==> config.mk <==
export PLATFORM = sky130hd
export DESIGN_NAME = notgate_toggle
export DESIGN_NICKNAME = d
export VERILOG_FILES = /design/src/rtl/notgate_toggle.sv
export SDC_FILE = /design/constraint.sdc
export NUM_CORES = 1
export LEC_CHECK = 0
export ABC_AREA = 1
export CAP_MARGIN = 20
export CORE_MARGIN = 1.5
export CORE_UTILIZATION = 50
export CTS_CLUSTER_DIAMETER = 40
export DETAILED_ROUTE_END_ITERATION = 8
export HOLD_SLACK_MARGIN = 0.08
export PLACE_DENSITY = 0.68
export SETUP_SLACK_MARGIN = 0.4
export SYNTH_ARGS = -nofsm -noshare
export SYNTH_HDL_FRONTEND = slang
export SYNTH_SLANG_ARGS = --single-unit
==> constraint.sdc <==
create_clock -name clk -period 1.6 [get_ports clk]
set_input_delay 0.16 -clock clk [delete_from_list [all_inputs] [get_ports clk]]
set_output_delay 0.16 -clock clk [all_outputs]
set_load 0.02 [all_outputs]
==> src/rtl/notgate_toggle.sv <==
// Debounced push-button toggle.
// A raw, bouncing button input is synchronized, debounced by a four-state FSM
// and used to flip a registered toggle level once per accepted press.
//
// state       | meaning
// ------------+-----------------------------------------------------------
// RELEASED    | button accepted as released, waiting for a pressed sample
// PRESS_CHK   | pressed seen, counting stable pressed cycles
// PRESSED     | button accepted as pressed, waiting for a released sample
// RELEASE_CHK | released seen, counting stable released cycles
module notgate_toggle #(
  parameter int unsigned DEBOUNCE_CYCLES = 120000,
  parameter bit          ACTIVE_LOW      = 1'b1
) (
  input  logic clk,
  input  logic rst_n,
  input  logic a,
  output logic b,
  output logic a_level,
  output logic press_pulse,
  output logic release_pulse
);

  localparam int unsigned      CNT_W    = $clog2(DEBOUNCE_CYCLES);
  localparam logic [CNT_W-1:0] CNT_LAST = CNT_W'(DEBOUNCE_CYCLES - 1);
  localparam logic [CNT_W-1:0] CNT_ONE  = CNT_W'(1);
  // Raw level of a released button; the synchronizer resets to it so that
  // reset never looks like an edge.
  localparam logic             REL_RAW  = ACTIVE_LOW;

  typedef enum logic [1:0] {
    RELEASED    = 2'd0,
    PRESS_CHK   = 2'd1,
    PRESSED     = 2'd2,
    RELEASE_CHK = 2'd3
  } state_t;

  state_t           state_q, state_d;
  logic [CNT_W-1:0] cnt_q, cnt_d;
  logic             sync1_q, sync2_q;
  logic             b_q, b_d;
  logic             a_level_q, a_level_d;
  logic             press_q, press_d;
  logic             release_q, release_d;
  logic             pressed;

  // Two-flop synchronizer for the asynchronous button input.
  always_ff @(posedge clk or negedge rst_n) begin
    if (!rst_n) begin
      sync1_q <= REL_RAW;
      sync2_q <= REL_RAW;
    end else begin
      sync1_q <= a;
      sync2_q <= sync1_q;
    end
  end

  // Normalize to pressed = 1 regardless of button polarity.
  assign pressed = sync2_q ^ ACTIVE_LOW;

  // FSM state, counter and registered outputs.
  always_ff @(posedge clk or negedge rst_n) begin
    if (!rst_n) begin
      state_q   <= RELEASED;
      cnt_q     <= '0;
      b_q       <= 1'b0;
      a_level_q <= 1'b0;
      press_q   <= 1'b0;
      release_q <= 1'b0;
    end else begin
      state_q   <= state_d;
      cnt_q     <= cnt_d;
      b_q       <= b_d;
      a_level_q <= a_level_d;
      press_q   <= press_d;
      release_q <= release_d;
    end
  end

  // Next-state and next-output logic; strobes default low so each lasts one cycle.
  always_comb begin
    state_d   = state_q;
    cnt_d     = cnt_q;
    b_d       = b_q;
    a_level_d = a_level_q;
    press_d   = 1'b0;
    release_d = 1'b0;
    unique case (state_q)
      RELEASED: begin
        if (pressed) begin
          state_d = PRESS_CHK;
          cnt_d   = '0;
        end
      end
      PRESS_CHK: begin
        if (!pressed) begin
          state_d = RELEASED;
          cnt_d   = '0;
        end else if (cnt_q == CNT_LAST) begin
          state_d   = PRESSED;
          cnt_d     = '0;
          b_d       = ~b_q;
          a_level_d = 1'b1;
          press_d   = 1'b1;
        end else begin
          cnt_d = cnt_q + CNT_ONE;
        end
      end
      PRESSED: begin
        if (!pressed) begin
          state_d = RELEASE_CHK;
          cnt_d   = '0;
        end
      end
      RELEASE_CHK: begin
        if (pressed) begin
          state_d = PRESSED;
          cnt_d   = '0;
        end else if (cnt_q == CNT_LAST) begin
          state_d   = RELEASED;
          cnt_d     = '0;
          a_level_d = 1'b0;
          release_d = 1'b1;
        end else begin
          cnt_d = cnt_q + CNT_ONE;
        end
      end
      default: begin
        state_d = RELEASED;
        cnt_d   = '0;
      end
    endcase
  end

  assign b             = b_q;
  assign a_level       = a_level_q;
  assign press_pulse   = press_q;
  assign release_pulse = release_q;

endmodule

==> impl_results.rst <==
.. list-table::
   :header-rows: 1

   * - Metric
     - Value
   * - Run status
     - finished clean
   * - Vert. Die Dim
     - between 50 and 60 µm
   * - Total number of placement rows
     - 19
   * - Top cells by count, synth
     - 64 x sky130_fd_sc_hd__nand2_1, 23 x sky130_fd_sc_hd__dfrtp_1, 17 x sky130_fd_sc_hd__inv_1, 14 x sky130_fd_sc_hd__nor2_1, 10 x sky130_fd_sc_hd__nand3_1
   * - Static leakage
     - about 0.8 nW
   * - Clock transition at the registers of the reported paths
     - approximately 0.16 ns
   * - Number of violations reported at the end of detailed-routing iteration 0
     - 36
   * - Number of enable-type register cells in the synthesized netlist
     - 0
   * - Fraction of the mapped netlist area in compound gates
     - 0.08063
   * - Cells taking the most area after synthesis
     - sky130_fd_sc_hd__dfrtp_1 40%, sky130_fd_sc_hd__nand2_1 17%, sky130_fd_sc_hd__inv_1 4.5%
   * - Worst-path cell chain
     - ha_4 > nand3_4 > nor2_4 > nand4_4 > nand2_8 > buf_8 > o22ai_2
   * - Setup repair after global routing missed its margin
     - yes
   * - First-pass iteration count of the detailed router
     - 4
   * - Cell accounting for the most synthesized area
     - sky130_fd_sc_hd__dfrtp_1
   * - Total count of max-transition violations in the final report
     - 0
   * - Top_reg_cell synth
     - sky130_fd_sc_hd__dfrtp_1
   * - Wire length of the first global-routing pass
     - ~5.5 mm
   * - Class of the most critical hold timing path
     - primary input to async pin
   * - Utilization of the core after routing
     - 0.6664
   * - Unique masters post-synth
     - 27
   * - Maximum number of pins on one net before global-route repair
     - 26
   * - Number of buffer cells added on primary ports
     - 6
   * - Fraction of final layout cells with drive strength greater than 1
     - 0.3443
   * - Total clock buffers created by CTS
     - 3
   * - Avg Synthesized Cell Area
     - approximately 7.9 µm²
   * - Clock root buffer
     - sky130_fd_sc_hd__clkbuf_4
   * - Sum Neg Setup Slack
     - 0 ns
   * - Via count of the routed design
     - about 1.3k
   * - Worst-Margin Slew
     - around 0.32 ns
   * - Synth Instances
     - about 180
   * - Initial core utilization
     - 0.5222
   * - Final number of hold-violating endpoints
     - 0
   * - Number of flip-flops and latches in the synthesized netlist
     - 25
   * - Category of the worst setup path capture point
     - register
   * - Width of the die
     - around 56 µm
   * - CP arrival
     - ~1.6 ns
   * - Cell area power density
     - between 900 and 1000 nW/µm²
   * - Total of max-cap violations
     - 0
   * - Max stage delay on crit path
     - between 0.4 and 0.5 ns
   * - Most common cell in the synthesized netlist
     - sky130_fd_sc_hd__nand2_1
   * - Fraction of the yosys area taken by sequential cells
     - 0.4400
   * - Final worst clock skew
     - around 0.021 ns
   * - Cell area after technology mapping
     - around 1400 µm²
   * - CP Max Fanout
     - 7
   * - Global route overflow
     - 0
   * - Die area
     - between 3000 and 4000 µm²
   * - Max rail drop VDD
     - 1154 µV
   * - WL per Instance
     - around 13 µm
   * - Critical Path Source Type
     - register
   * - Min cycle time layout
     - approximately 1.4 ns
   * - Dominant combinational cell family by area after synthesis
     - simple AND/OR/NAND/NOR gates
   * - Ports
     - 7
   * - Critical setup path kind
     - register to register
   * - Area share of the largest cell type after synthesis
     - 0.4032
   * - Share of the clock period used by the worst path
     - 0.8848
   * - Global-route total usage across every layer
     - 0.2182
   * - Total nets after synthesis
     - roughly 190
   * - XOR/XNOR Fraction of Synth Area
     - 0.03681
   * - Worst slew margin
     - 0.7847
   * - Cell at the slowest stage of the critical path
     - sky130_fd_sc_hd__dfrtp_1
   * - Required time at the endpoint of the critical path
     - 1.82 ns
   * - Fraction of the mapped netlist area in simple logic gates
     - 0.3611
   * - Multiplexer share of the synthesized area
     - 0
   * - Final routed wirelength across all metal layers
     - 3.277 mm
   * - Placeable core region
     - about 2700 µm²
   * - Number of synthesis warnings
     - 0
   * - Final net count
     - 217
   * - Post-Synth Adder-Cell Area
     - 0.008764
   * - Remaining routing DRC violations
     - 0
   * - F_max
     - about 710 MHz
   * - Share of async-settable or async-resettable flops after synthesis
     - 1.000
   * - WHS
     - 0.1543 ns
   * - Clock latency on the worst-skew pair
     - approximately 0.33 ns
   * - Number of levels the H-tree was split into
     - 1
   * - Final HPWL from detailed placement
     - approximately 2.2 mm
   * - Synth-to-Final Area Change
     - 27.61%
   * - Buffer depth of the longest clock path
     - 2
   * - Number of clock sinks
     - 25
   * - DRT antenna net count
     - 0
   * - Placer Congestion
     - about 0.95
   * - # diodes
     - 0
   * - Final setup viols
     - 0
   * - Number of global-route vias before repair
     - 1256
   * - Number of vias per cell
     - 5.288
   * - TritonCTS clock tree
     - done
   * - Number of antenna violations at the first check in global routing
     - 0
==> cell type report <==
cell class	count	area, µm²
clock buffers	3	22.52
well taps	31	38.79
repair buffers	29	240.2
flip-flops and latches	25	630.6
fillers	207	912.1
multi-input cells	133	805.8
clock inverters	1	5.005
inverters	21	78.83
==> layout by cell type, fill, tap and decap left out, drive strengths merged, types with 2 or more instances in the layout <==
master         count
o21ai             10
nor2              22
inv               21
nand3             13
nand2             66
o22ai              5
dfstp              2
xor2               5
nand4              6
buf               23
clkdlybuf4s15      3
clkdlybuf4s50      2
clkbuf             4
dfrtp             23
==> where the power goes <==
group	leakage (nW)	switching, mW	internal, mW
Clock	0.0177	0.203	0.0938
Combinational	0.461	0.381	0.298
Sequential	0.334	0.0590	0.685
==> metrics by stage <==
step	instances	area [µm²]	worst slack [ns]	total power [mW]
after global routing	243	1822	0.08756	1.793
after global placement	221	1544	0.09866	1.186
after detailed placement	221	1544	0.02778	1.201
after CTS	238	1772	0.1727	1.680
after floorplan	181	1435	0.2331	1.096
final	243	1822	0.1843	1.719
==> path summary, 6_finish.rpt <==
kind / start / endpoint / slack (ns) / cells past startpoint
worst max-delay path: cnt_q[1]$_DFFE_PN0P_ / cnt_q[4]$_DFFE_PN0P_ / 0.18 / 7
worst min-delay path: rst_n / cnt_q[15]$_DFFE_PN0P_ / 0.15 / 2
worst max register to register: cnt_q[1]$_DFFE_PN0P_ / cnt_q[4]$_DFFE_PN0P_ / 0.18 / 7
worst min register to register: sync1_q$_DFF_PN1_ / sync2_q$_DFF_PN1_ / 0.37 / 0
max in group asynchronous: rst_n / sync2_q$_DFF_PN1_ / 1.12 / 2
min in group clk: a / sync1_q$_DFF_PN1_ / 0.23 / 1
==> logic make-up after synthesis <==
family	Yosys count
compound gates	17
xor+xnor	6
fa+ha+maj	1
buf+inv	23
flops	25
simple gates	109
==> layer usage <==
layer | up-vias | track usage | routed length [µm]
met5 | - | 0 | 0
met4 | 0 | 0.05442 | 53
met3 | 6 | 0.03226 | 79
met2 | 25 | 0.3787 | 1678
met1 | 615 | 0.2840 | 1466
li1 | 639 | - | -
==> worst max-delay path, delay by kind of cell, from the launching register on <==
kind                       cells  cell delay [ns]
adders and majority gates      1             0.17
and+or+nand+nor                4             0.53
AOI/OAI and AO/OA              1             0.06
DFF                            1             0.42
buffers and inverters          1             0.14
==> flip-flops by register name, summed over array words and instances, names as in the netlist, named ones only <==
name / cells
sync1_q: 1
state_q: 1
a_level: 1
sync2_q: 1
cnt_q: 17
release_pulse: 1
press_pulse: 1
b: 1
==> repair_timing <==
action,4_1_cts,5_1_grt
resized for setup,36,8
setup endpoints to repair,27,26
pin swaps,8,10
hold buffers,0,0
buffers inserted,13,5
No activity file was read; power rests on OpenSTA's default activity.
==> RTL edit 1, RTL diff (same flow settings) <==
Reset style: synchronous (`rst_n`), changed in 2 clocked blocks. Comments in the files are not updated.
--- a/src/rtl/notgate_toggle.sv
+++ b/src/rtl/notgate_toggle.sv
@@ -47,3 +47,3 @@
   // Two-flop synchronizer for the asynchronous button input.
-  always_ff @(posedge clk or negedge rst_n) begin
+  always_ff @(posedge clk) begin
     if (!rst_n) begin
@@ -61,3 +61,3 @@
   // FSM state, counter and registered outputs.
-  always_ff @(posedge clk or negedge rst_n) begin
+  always_ff @(posedge clk) begin
     if (!rst_n) begin
Function: same outputs for any inputs over 10 cycles, from zero or initial values and one cycle with rst_n low; that may be too few to reach the edited logic, so the function may still have changed.
==> RTL edit 1 against the unedited design <==
- the flow now finishes with violations (negative setup slack)
- cell area fell by 3.5%
- sequential cell count unchanged
- setup slack worse by 210 ps
- wire length increased by 15%
- synthesized area fell by 3.8%
- critical path type unchanged
- largest cell class unchanged
Power is not compared: it rests on default switching activity, and its combinational part moved more than twofold at a synthesized area within 25%.
==> RTL edit 1: results (changes against the unedited design) <==
| Metric | Value |
|---|---|
| Fin nets | 228 (+5.1%) |
| Slew margin rel. | 75.6% (-2.9 points) |
| Worst Path Arrival | 1890 ps (+260 ps) |
| Status | finished, violations left |
| Syn Nets | 204 (+10%) |
| Number of global-route vias before repair | 1,199 (-4.5%) |
| Final setup vio count | 1 (+1) |
| Final Worst Setup Slack | -28.3 ps (-213 ps) |
| Hold Path Class | primary input to register |
| CTS resizes | 32 (-11%) |
| Adder-Cell Fraction of Synth Area | 0.911% (+0.034 points) |
| Most common library cells after synthesis | nand2_1 (61), dfxtp_1 (25), nor2_1 (24) |
| Layout cells sized above 1 | 40.8% (+6.4 points) |
| Wirelength, routed | 3.76 mm (+15%) |
| Failing checks | negative setup slack |
| Clock net power | 0.306 mW |
| Final Skew | 14.2 ps (-6.60 ps) |
| Critical R2R Launch | cnt_q[10] |
| CP max FO | 8 (+1) |
| Reg2reg path depth | 8 (+1) |
| Post-CTS Setup Inserts | 8 (-5) |
| Asr flop ratio synth | 0% (-100 points) |
| Placed Area | 0.00149 mm² (-3.6%) |
| Clock transition at path regs | 160 ps (about the same) |
| Primary FF master, synth | dfxtp_1 |
| Synth cell types | 26 (-3.7%) |
| Placed wire-length estimate | 2.13 mm (-2.0%) |
| Compound-cell area share of the yosys netlist | 14.6% (+6.5 points) |
| Drt via density | 5.62 (+6.4%) |
| Sequential share of the synthesized area | 36.4% (-7.6 points) |
| All-Layer GR Usage | 21.8% (-0.063 points) |
## RTL edit 1: changes by cell type in the layout (fill, tap and decap cells not counted), moves of 5 or more
cell	delta
nand2_1	-5
buf_4	-5
a21oi_1	+5
dfxtp_4	+5
o21ai_1	-5
nor2_1	+6
o21ai_0	+6
dfxtp_1	+9
dfxtp_2	+11
dfrtp_1	-21
xor2_1	-5
o22ai_2	-5
a21oi_2	+11
## RTL edit 1: layer usage
layer / GRT usage [%] / share of wire (%)
met3: 3.51 / 6.9
met4: 7.32 / 4.1
met1: 29.8 / 42
met5: 0 / 0
met2: 34.7 / 47
## RTL edit 1: final timing paths
check,end,slack (ps)
worst max-delay path,register,-30
worst min-delay path,sync1_q,390
worst max register to register,register,-30
worst min register to register,sync2_q,440
## RTL edit 1: worst max-delay path: stages, from the launching register on
cell and delay [ps]:
dfxtp_4 400, nand2_1 60, nor2_1 230, nand3_2 130
nor2_4 260, nor2_8 110, nor2_4 110, nor2_1 60
nor2_1 180
## RTL edit 1: metrics by stage
| stage | instances | TNS, ps | power, mW | setup slack, ps | hold WS, ps |
|---|---|---|---|---|---|
| CTS | 248 | 0 | 1.08 | 150 | 400 |
| global placement | 235 | 0 | 0.760 | 146 | 395 |
| finish | 253 | -28.3 | 1.12 | -28.3 | 388 |
| detailed placement | 235 | 0 | 0.763 | 113 | 405 |
| floorplan | 200 | 0 | 0.750 | 247 | 267 |
| global route | 253 | -100 | 1.16 | -84.3 | 382 |
## RTL edit 1: area by class of cell
| class | instances | share of cell area [%] |
|---|---|---|
| timing repair buffer | 22 | 10.2 |
| clock inverter | 1 | 0.427 |
| multi-input combinational | 151 | 50.7 |
| clock buffer | 3 | 1.28 |
| inverter | 21 | 4.84 |
| tap | 30 | 2.14 |
| sequential | 25 | 30.3 |
==> RTL edit 2, RTL diff (config.mk and constraints unchanged) <==
Made on the original files. `DEBOUNCE_CYCLES`: 120000 -> 30000.
--- a/src/rtl/notgate_toggle.sv
+++ b/src/rtl/notgate_toggle.sv
@@ -11,3 +11,3 @@
 module notgate_toggle #(
-  parameter int unsigned DEBOUNCE_CYCLES = 120000,
+  parameter int unsigned DEBOUNCE_CYCLES = 30000,
   parameter bit          ACTIVE_LOW      = 1'b1
Behaviour: same outputs for any inputs over 10 cycles, from zero or initial values and one cycle with rst_n low; that may be too few to reach the edited logic, so the function may still have changed.
==> RTL edit 2 against the unedited design <==
- power decreased by 11%
- die area is 13% lower
- sequential power down 6.5%
- synthesized area fell by 13%
- setup slack gained 19 ps
- wire length down 2.6%
- cell area shrank 8.9%
- sequential cell count is 2 lower
- critical path type unchanged
- highest routed layer unchanged
==> RTL edit 2: results (changes against the unedited design) <==
| Metric | Value |
|---|---|
| Sw Pwr | 0.591 mW (-8.1%) |
| Worst setup path start | sync2_q |
| Worst Path Arrival | 1660 ps (+30 ps) |
| Most common library cells after synthesis | nand2_1 (57), dfrtp_1 (21), nor2_1 (21) |
| Gpl congestion | 0.881 (-6.8%) |
| Post-CTS Setup Inserts | 3 (-10) |
| Met1 Use GR | 34.0% (+5.6 points) |
| Synthesized instance count | 167 (-7.7%) |
| R2r endpoint | cnt_q[12] |
| Flop pwr share | 45.4% (+2.1 points) |
| Lkg Pwr | 0.688 nW (-15%) |
| Tightest Pin Transition | 297 ps (-25.9 ps) |
| Wirelength, routed | 3.19 mm (-2.6%) |
| Area contributors post-synth | dfrtp_1 (42%), nand2_1 (17%), nand3_1 (6.9%), nor2_1 (6.4%), inv_1 (4.8%) |
| Sequential share of the synthesized area | 46.7% (+2.7 points) |
| Peak supply drop | 1.03 mV (-11%) |
| Dpl cells | 199 (-10%) |
| Critical R2R Launch | sync2_q |
| Place WS | 122 ps (+94.5 ps) |
| Comb group | 0.566 mW (-17%) |
| M2 GR Usage | 42.7% (+4.8 points) |
| Slowest stage delay, CP | 610 ps (+190 ps) |
| Status | finished clean |
| Largest net degree at the start of global routing | 24 (-7.7%) |
| Layout Cells excl Fill | 217 (-11%) |
| Final Skew | 6.45 ps (-14.3 ps) |
| M3 GR Usage | 3.43% (+0.20 points) |
| Adder-Cell Fraction of Synth Area | 1.01% (+0.13 points) |
| First-pass GRT wire length | 5.12 mm (-6.6%) |
| CTS resizes | 41 (+14%) |
| Slowest CP cell | dfstp_2 |
| Compound-cell area share of the yosys netlist | 8.38% (+0.32 points) |
| Placed wire-length estimate | 1.81 mm (-17%) |
| Fin nets | 194 (-11%) |
| Clock transition at path regs | 120 ps (-40 ps) |
-- RTL edit 2: cell types whose count changed after synthesis, moves of 4 or more --
cell     delta
inv_2       -4
nor2_2      -6
o21ai_0     +4
nand4_1     -4
nand2_1     -7
nor2_1      +7
nand3_1     +7
-- RTL edit 2: cell type report --
cell class,instances,area (µm²)
clock buffer,4,26.3
fill,160,617
inverter,16,63.8
multi-input combinational,125,786
sequential,23,587
tap,28,35.0
timing repair buffer,20,154
timing repair inverter,1,7.51
-- RTL edit 2: worst max-delay path by stage --
stage,endpoint,slack (ps)
global placement,register,180
CTS,cnt_q[10],200
finish,cnt_q[12],200
global route,cnt_q[12],120
detailed placement,register,120
floorplan,cnt_q[14],300
-- RTL edit 2: layer usage --
metal | routed length [µm] | vias up
met5 | 0 | -
li1 | - | 580
met1 | 1380 | 569
met4 | 61 | 0
met3 | 140 | 8
met2 | 1610 | 39
